### src/rtl/key_pkg.sv
// ----------------------------------------------------------------------------
// key_pkg
// Shared state and event encodings for the key click decoder.
// Optional feature macro: KEY_CLICK_TRIPLE_EN (adds state TWO / triple clicks)
// Revision: 1.0
// ----------------------------------------------------------------------------
`default_nettype none

package key_pkg;

   // Decoder state encoding; TWO only exists when triple clicks are decoded
   typedef enum logic [1:0] {
      IDLE = 2'd0,
      ONE  = 2'd1
`ifdef KEY_CLICK_TRIPLE_EN
      ,
      TWO  = 2'd2
`endif
   } key_state_t;

   // Event codes reported on last_event
   localparam logic [1:0] EV_NONE   = 2'd0;
   localparam logic [1:0] EV_SINGLE = 2'd1;
   localparam logic [1:0] EV_DOUBLE = 2'd2;
   localparam logic [1:0] EV_TRIPLE = 2'd3;

endpackage

`default_nettype wire

### src/rtl/click_window_timer.sv
// ----------------------------------------------------------------------------
// click_window_timer
// Inter-click window counter: cleared on each accepted press, counts while
// enabled and saturates at the terminal value, flagged on o_term.
// Revision: 1.0
// ----------------------------------------------------------------------------
`default_nettype none

module click_window_timer #(
   parameter int              CNT_W = 24,
   parameter logic [CNT_W-1:0] LAST  = '1
) (
   input  logic clk,
   input  logic rst,
   input  logic i_clr,
   input  logic i_en,
   output logic o_term
);

   logic [CNT_W-1:0] r_cnt;
   logic             w_term;

   assign w_term = (r_cnt == LAST);
   assign o_term = w_term;

   // Window count: clear wins, otherwise count up until the terminal value
   always_ff @(posedge clk or posedge rst) begin
      if (rst) begin
         r_cnt <= '0;
      end else if (i_clr) begin
         r_cnt <= '0;
      end else if (i_en && !w_term) begin
         r_cnt <= r_cnt + 1'b1;
      end
   end

endmodule

`default_nettype wire

### src/rtl/key_click_decoder.sv
// ----------------------------------------------------------------------------
// key_click_decoder
// Groups debounced key press pulses into single/double(/triple) click events,
// reported as a registered one-cycle strobe plus a held event code.
// Optional feature macro: KEY_CLICK_TRIPLE_EN (enables triple-click decoding;
// when undefined the second press decodes a double click immediately).
// Revision: 1.0
// ----------------------------------------------------------------------------
`default_nettype none

module key_click_decoder
   import key_pkg::*;
#(
   parameter int FREQ      = 50,
   parameter int WINDOW_MS = 300,
   parameter int CNT_W     = 24
) (
   input  logic       clk,
   input  logic       rst,
   input  logic       key_pulse,
   output logic       single_click,
   output logic       double_click,
   output logic       triple_click,
   output logic       busy,
   output logic [1:0] last_event
);

   localparam int               WINDOW_CYCLES = WINDOW_MS * 1000 * FREQ;
   localparam logic [CNT_W-1:0] C_LAST        = CNT_W'(WINDOW_CYCLES - 1);

   key_state_t r_state;
   key_state_t w_state_n;
   logic       r_single;
   logic       r_double;
   logic       w_single_n;
   logic       w_double_n;
   logic       w_triple_n;
   logic [1:0] r_last_event;
   logic [1:0] w_last_event_n;
   logic       w_clr;
   logic       w_en;
   logic       w_term;
   logic       w_expire;

   // A press in the terminal cycle wins over expiry and restarts the window
   assign w_expire = w_term && !key_pulse;
   assign w_en     = (r_state != IDLE);

   click_window_timer #(
      .CNT_W (CNT_W),
      .LAST  (C_LAST)
   ) u_timer (
      .clk    (clk),
      .rst    (rst),
      .i_clr  (w_clr),
      .i_en   (w_en),
      .o_term (w_term)
   );

   // Next-state, strobe and event-code decode
   always_comb begin
      w_state_n      = r_state;
      w_single_n     = 1'b0;
      w_double_n     = 1'b0;
      w_triple_n     = 1'b0;
      w_last_event_n = r_last_event;
      w_clr          = 1'b0;
      case (r_state)
         IDLE: begin
            if (key_pulse) begin
               w_state_n = ONE;
               w_clr     = 1'b1;
            end
         end
         ONE: begin
            if (key_pulse) begin
`ifdef KEY_CLICK_TRIPLE_EN
               w_state_n = TWO;
               w_clr     = 1'b1;
`else
               w_state_n      = IDLE;
               w_double_n     = 1'b1;
               w_last_event_n = EV_DOUBLE;
`endif
            end else if (w_expire) begin
               w_state_n      = IDLE;
               w_single_n     = 1'b1;
               w_last_event_n = EV_SINGLE;
            end
         end
`ifdef KEY_CLICK_TRIPLE_EN
         TWO: begin
            if (key_pulse) begin
               w_state_n      = IDLE;
               w_triple_n     = 1'b1;
               w_last_event_n = EV_TRIPLE;
            end else if (w_expire) begin
               w_state_n      = IDLE;
               w_double_n     = 1'b1;
               w_last_event_n = EV_DOUBLE;
            end
         end
`endif
         default: begin
            w_state_n = IDLE;
         end
      endcase
   end

   // State, strobe and event-code registers
   always_ff @(posedge clk or posedge rst) begin
      if (rst) begin
         r_state      <= IDLE;
         r_single     <= 1'b0;
         r_double     <= 1'b0;
         r_last_event <= EV_NONE;
      end else begin
         r_state      <= w_state_n;
         r_single     <= w_single_n;
         r_double     <= w_double_n;
         r_last_event <= w_last_event_n;
      end
   end

`ifdef KEY_CLICK_TRIPLE_EN
   logic r_triple;

   // Triple strobe register
   always_ff @(posedge clk or posedge rst) begin
      if (rst) begin
         r_triple <= 1'b0;
      end else begin
         r_triple <= w_triple_n;
      end
   end

   assign triple_click = r_triple;
`else
   logic w_triple_unused;
   assign w_triple_unused = w_triple_n;
   assign triple_click    = 1'b0;
`endif

   assign single_click = r_single;
   assign double_click = r_double;
   assign busy         = (r_state != IDLE);
   assign last_event   = r_last_event;

endmodule

`default_nettype wire

### config.mk
export PLATFORM = sky130hd
export DESIGN_NAME = key_click_decoder
export DESIGN_NICKNAME = d
export VERILOG_FILES = /design/src/rtl/key_pkg.sv /design/src/rtl/click_window_timer.sv /design/src/rtl/key_click_decoder.sv
export SDC_FILE = /design/constraint.sdc
export NUM_CORES = 1
export LEC_CHECK = 0
export BUFFER_PORTS_ARGS = -buffer_cell sky130_fd_sc_hd__buf_2
export CAP_MARGIN = 10
export CORE_ASPECT_RATIO = 0.8
export CORE_MARGIN = 4
export CORE_UTILIZATION = 45
export CTS_CLUSTER_SIZE = 8
export DETAILED_ROUTE_END_ITERATION = 6
export GPL_ROUTABILITY_DRIVEN = 1
export PLACE_DENSITY = 0.66
export SLEW_MARGIN = 0
export SYNTH_ARGS = -nofsm -noshare
export SYNTH_HDL_FRONTEND = slang
export SYNTH_SLANG_ARGS = --single-unit
### constraint.sdc
create_clock -name clk -period 2 [get_ports clk]
set_input_delay 0.2 -clock clk [delete_from_list [all_inputs] [get_ports clk]]
set_output_delay 0.2 -clock clk [all_outputs]
set_load 0.01 [all_outputs]
==> impl_metrics.json <==
{
  "share_of_synthesized_area_occupied_by_flip_flops_and_latches": 0.449,
  "cts.clk_slew.worst_paths_ps": 60,
  "ys.warnings.count": 0,
  "drt_drc": 0,
  "crit_chain": "ha_2 > or4bb_1 > nor4_4 > buf_4 > nand4_1 > o211ai_1",
  "clock_buffer_count_from_cts": 5,
  "synthesis.area_um2": 1620,
  "final.hold.worst_slack_ps": 276,
  "route.final.wire_length_um": 3660,
  "top_layer_used": "met4",
  "switchingPower_uw": 571,
  "synth_enable_flop_cells": 0,
  "timing.final.setup_violations": 0,
  "maxCapViolCount": 0,
  "cp.buffers_inverters": 1,
  "cts_max_level": 2,
  "synth.largest_area_cell": "sky130_fd_sc_hd__dfrtp_1",
  "cts_root_buf": "sky130_fd_sc_hd__clkbuf_8",
  "cts_tree": "done",
  "critPathKind": "register to register",
  "global_route_wire_length_before_repair_um": 6260,
  "cellLeakagePower_uw": 0.000843,
  "start_util": 0.469,
  "share_of_the_synthesized_area_in_the_top_cell_type": 0.449,
  "netSwitchingFraction": 0.334,
  "worstPathRequired_ps": 2190,
  "synth_area_leaders": "sky130_fd_sc_hd__dfrtp_1 45%, sky130_fd_sc_hd__nand4_1 6.2%, sky130_fd_sc_hd__mux2i_1 5.6%",
  "core_um2": 3450,
  "primary_ff_master_synth": "sky130_fd_sc_hd__dfrtp_1",
  "syn_to_final_growth_pct": 13.9,
  "report.final.slew_viol_count": 0,
  "synth_most_common_cell": "sky130_fd_sc_hd__dfrtp_1",
  "dpl.hpwl_um": 2750,
  "postCtsSetupRepairBufs": 0,
  "synth_area_per_cell_um2": 9.51,
  "grtUsageTotal": 0.181,
  "first_global_vias": 1280,
  "hold_violations": 0,
  "worst-r2r-cell-count": 6,
  "finalWeightedCongestion": 0.848,
  "run_status": "finished, final reports clean",
  "power_per_cell_area_nw_per_um2": 930,
  "route.detailed.wl_per_inst_um": 16.0,
  "maximum_number_of_pins_on_one_net_before_global_route_repair": 30,
  "final_cell_area_um2": 1840,
  "floorplan.die_area_um2": 4620,
  "ctsLongestPathBuffers": 2,
  "critPathLaunchType": "register",
  "wl_met2_um": 1650,
  "share_of_final_layout_standard_cells_stronger_than_drive_strength_1": 0.167,
  "drt-vias-per-instance": 6.05,
  "fillerInstances": 316,
  "yosys.cell_types.count": 43,
  "number_of_antenna_violations_at_the_first_check_in_global_routing": 0,
  "worst_hold_path.num_cells": 3,
  "setup.worst_path.end_class": "register",
  "met1_length_um": 1810,
  "dieWidth_um": 75.0,
  "type_of_the_worst_min_delay_path": "input pin to register",
  "place_area_um2": 1730,
  "power_frac_seq": 0.433,
  "timing.clock.skew_ps": 6.95,
  "postSynth.asyncResetShare": 1.00,
  "layout.nets": 189,
  "overflow": 0,
  "path_depth": 6,
  "worst_path_largest_cell_delay_ps": 530,
  "worst-path-max-fanout": 6,
  "synth_top_cells_by_count": "29 x sky130_fd_sc_hd__dfrtp_1, 21 x sky130_fd_sc_hd__nand2_1, 16 x sky130_fd_sc_hd__nand4_1, 11 x sky130_fd_sc_hd__nor2_1, 9 x sky130_fd_sc_hd__mux2i_1",
  "fin_crit_ps": 1880,
  "critPathSlowestCell": "sky130_fd_sc_hd__or4bb_1",
  "met3_wire_length_um": 165,
  "power.share.clock": 0.306,
  "irDropWorstVdd_mv": 0.566,
  "die_height_um": 61.6,
  "drt-initial-drc-count": 139,
  "power_report.internal_total_uw": 1140,
  "ys_ff_latch": 29,
  "placement.io_buffers": 7,
  "insertion_delay_ps": 270,
  "timing.critical_path.arrival_ps": 2060,
  "finalPower_uw": 1710,
  "antennaDiodeCount": 0,
  "crit_family": "simple AND/OR/NAND/NOR gates",
  "utilization": 0.534,
  "core.rowCount": 19,
  "first_pass_iters": 4,
  "comb_power_share": 0.261,
  "drtAntennaViolNets": 0,
  "io-pin-count": 9,
  "clock-sinks": 29,
  "total_number_of_vias": 1380,
  "synth.net_count": 174,
  "fin_crit_sh": 0.940,
  "max_freq_ghz": 0.532,
  "synth_cells": 170
}
## final cells by class
class | count | area, µm² | share of cell area
inverter | 4 | 15.0 | 0.00816
clock inverter | 1 | 5.00 | 0.00272
sequential | 29 | 726 | 0.394
timing repair buffer | 16 | 105 | 0.0571
clock buffer | 7 | 96.3 | 0.0523
multi-input combinational | 129 | 841 | 0.457
tap | 42 | 52.6 | 0.0286
## sequential cells by signal (all words and copies together) (netlist names)
name,count
single_click,1
last_event,2
r_state,1
double_click,1
u_timer.r_cnt,24
## worst paths after layout
| kind | from | end | slack [ps] |
|---|---|---|---|
| worst max-delay path | u_timer.r_cnt[0]$_DFFE_PP0P_ | u_timer.r_cnt[1]$_DFFE_PP0P_ | 120 |
| worst min-delay path | key_pulse | double_click$_DFF_PP0_ | 280 |
| worst max register to register | u_timer.r_cnt[0]$_DFFE_PP0P_ | u_timer.r_cnt[1]$_DFFE_PP0P_ | 120 |
| worst min register to register | u_timer.r_cnt[15]$_DFFE_PP0P_ | u_timer.r_cnt[15]$_DFFE_PP0P_ | 500 |
| max in group asynchronous | rst | u_timer.r_cnt[1]$_DFFE_PP0P_ | 1200 |
| min in group asynchronous | rst | u_timer.r_cnt[7]$_DFFE_PP0P_ | 530 |
## power by group through the flow
stage	Sequential [µW]	Clock [µW]	Combinational, µW
final	742	523	447
after global routing	754	557	507
after CTS	737	534	438
after detailed placement	749	0	434
after global placement	744	0	422
after floorplan	717	0	336
## cells in the final DEF (no fill, tap or decap), types with 2 or more instances in the layout
cell type                   instances
sky130_fd_sc_hd__o31ai_1            3
sky130_fd_sc_hd__nand2_1           21
sky130_fd_sc_hd__nand4_1           16
sky130_fd_sc_hd__nor2_1            11
sky130_fd_sc_hd__or4bb_1            2
sky130_fd_sc_hd__buf_4              8
sky130_fd_sc_hd__inv_1              4
sky130_fd_sc_hd__and2_1             2
sky130_fd_sc_hd__or3_1              3
sky130_fd_sc_hd__nand2b_1           4
sky130_fd_sc_hd__a2bb2oi_1          3
sky130_fd_sc_hd__a31oi_1            3
sky130_fd_sc_hd__nand3_1            8
sky130_fd_sc_hd__a21oi_1            2
sky130_fd_sc_hd__o41ai_1            3
sky130_fd_sc_hd__o21ai_0            7
sky130_fd_sc_hd__and4_1             2
sky130_fd_sc_hd__dfrtp_1           29
sky130_fd_sc_hd__buf_2              7
sky130_fd_sc_hd__mux2i_1            9
sky130_fd_sc_hd__o311ai_0           2
sky130_fd_sc_hd__and3_1             5
sky130_fd_sc_hd__o211ai_1           4
sky130_fd_sc_hd__clkbuf_8           7
## kinds of logic after synthesis
family | count (synthesis) | share of synthesized area
and+or+nand+nor | 83 | 0.294
xor gates and xnor gates | 2 | 0.0108
other | 1 | 0.00232
DFF | 29 | 0.449
adders and majority gates | 1 | 0.00774
muxes | 9 | 0.0557
buffers and inverters | 12 | 0.0325
AOI/OAI and AO/OA | 33 | 0.148
## routing by layer
metal / GRT usage / up-vias
met2: 0.283 / 23
met4: 0.0533 / 0
met1: 0.252 / 681
li1: - / 674
met3: 0.0392 / 2
met5: 0 / -
## repair_timing
item | 4_1_cts | 5_1_grt
setup endpoints to repair | 0 | 2
gates resized for setup | 0 | 1
hold endpoints to repair | 17 | 0
hold buffers | 1 | 0
## tightest hold or removal path, delay by kind of cell
kind | cells | cell delay [ps]
and+or+nand+nor | 1 | 100
buffers and inverters | 2 | 200
## stage by stage
step	TNS [ps]	instances	setup slack, ps
after floorplan	0	170	229
after global placement	0	219	185
after detailed placement	0	219	137
after CTS	0	228	111
after global routing	-17.6	228	-11.9
final	0	228	121
Note: power is estimated with default switching activity, not from simulation.
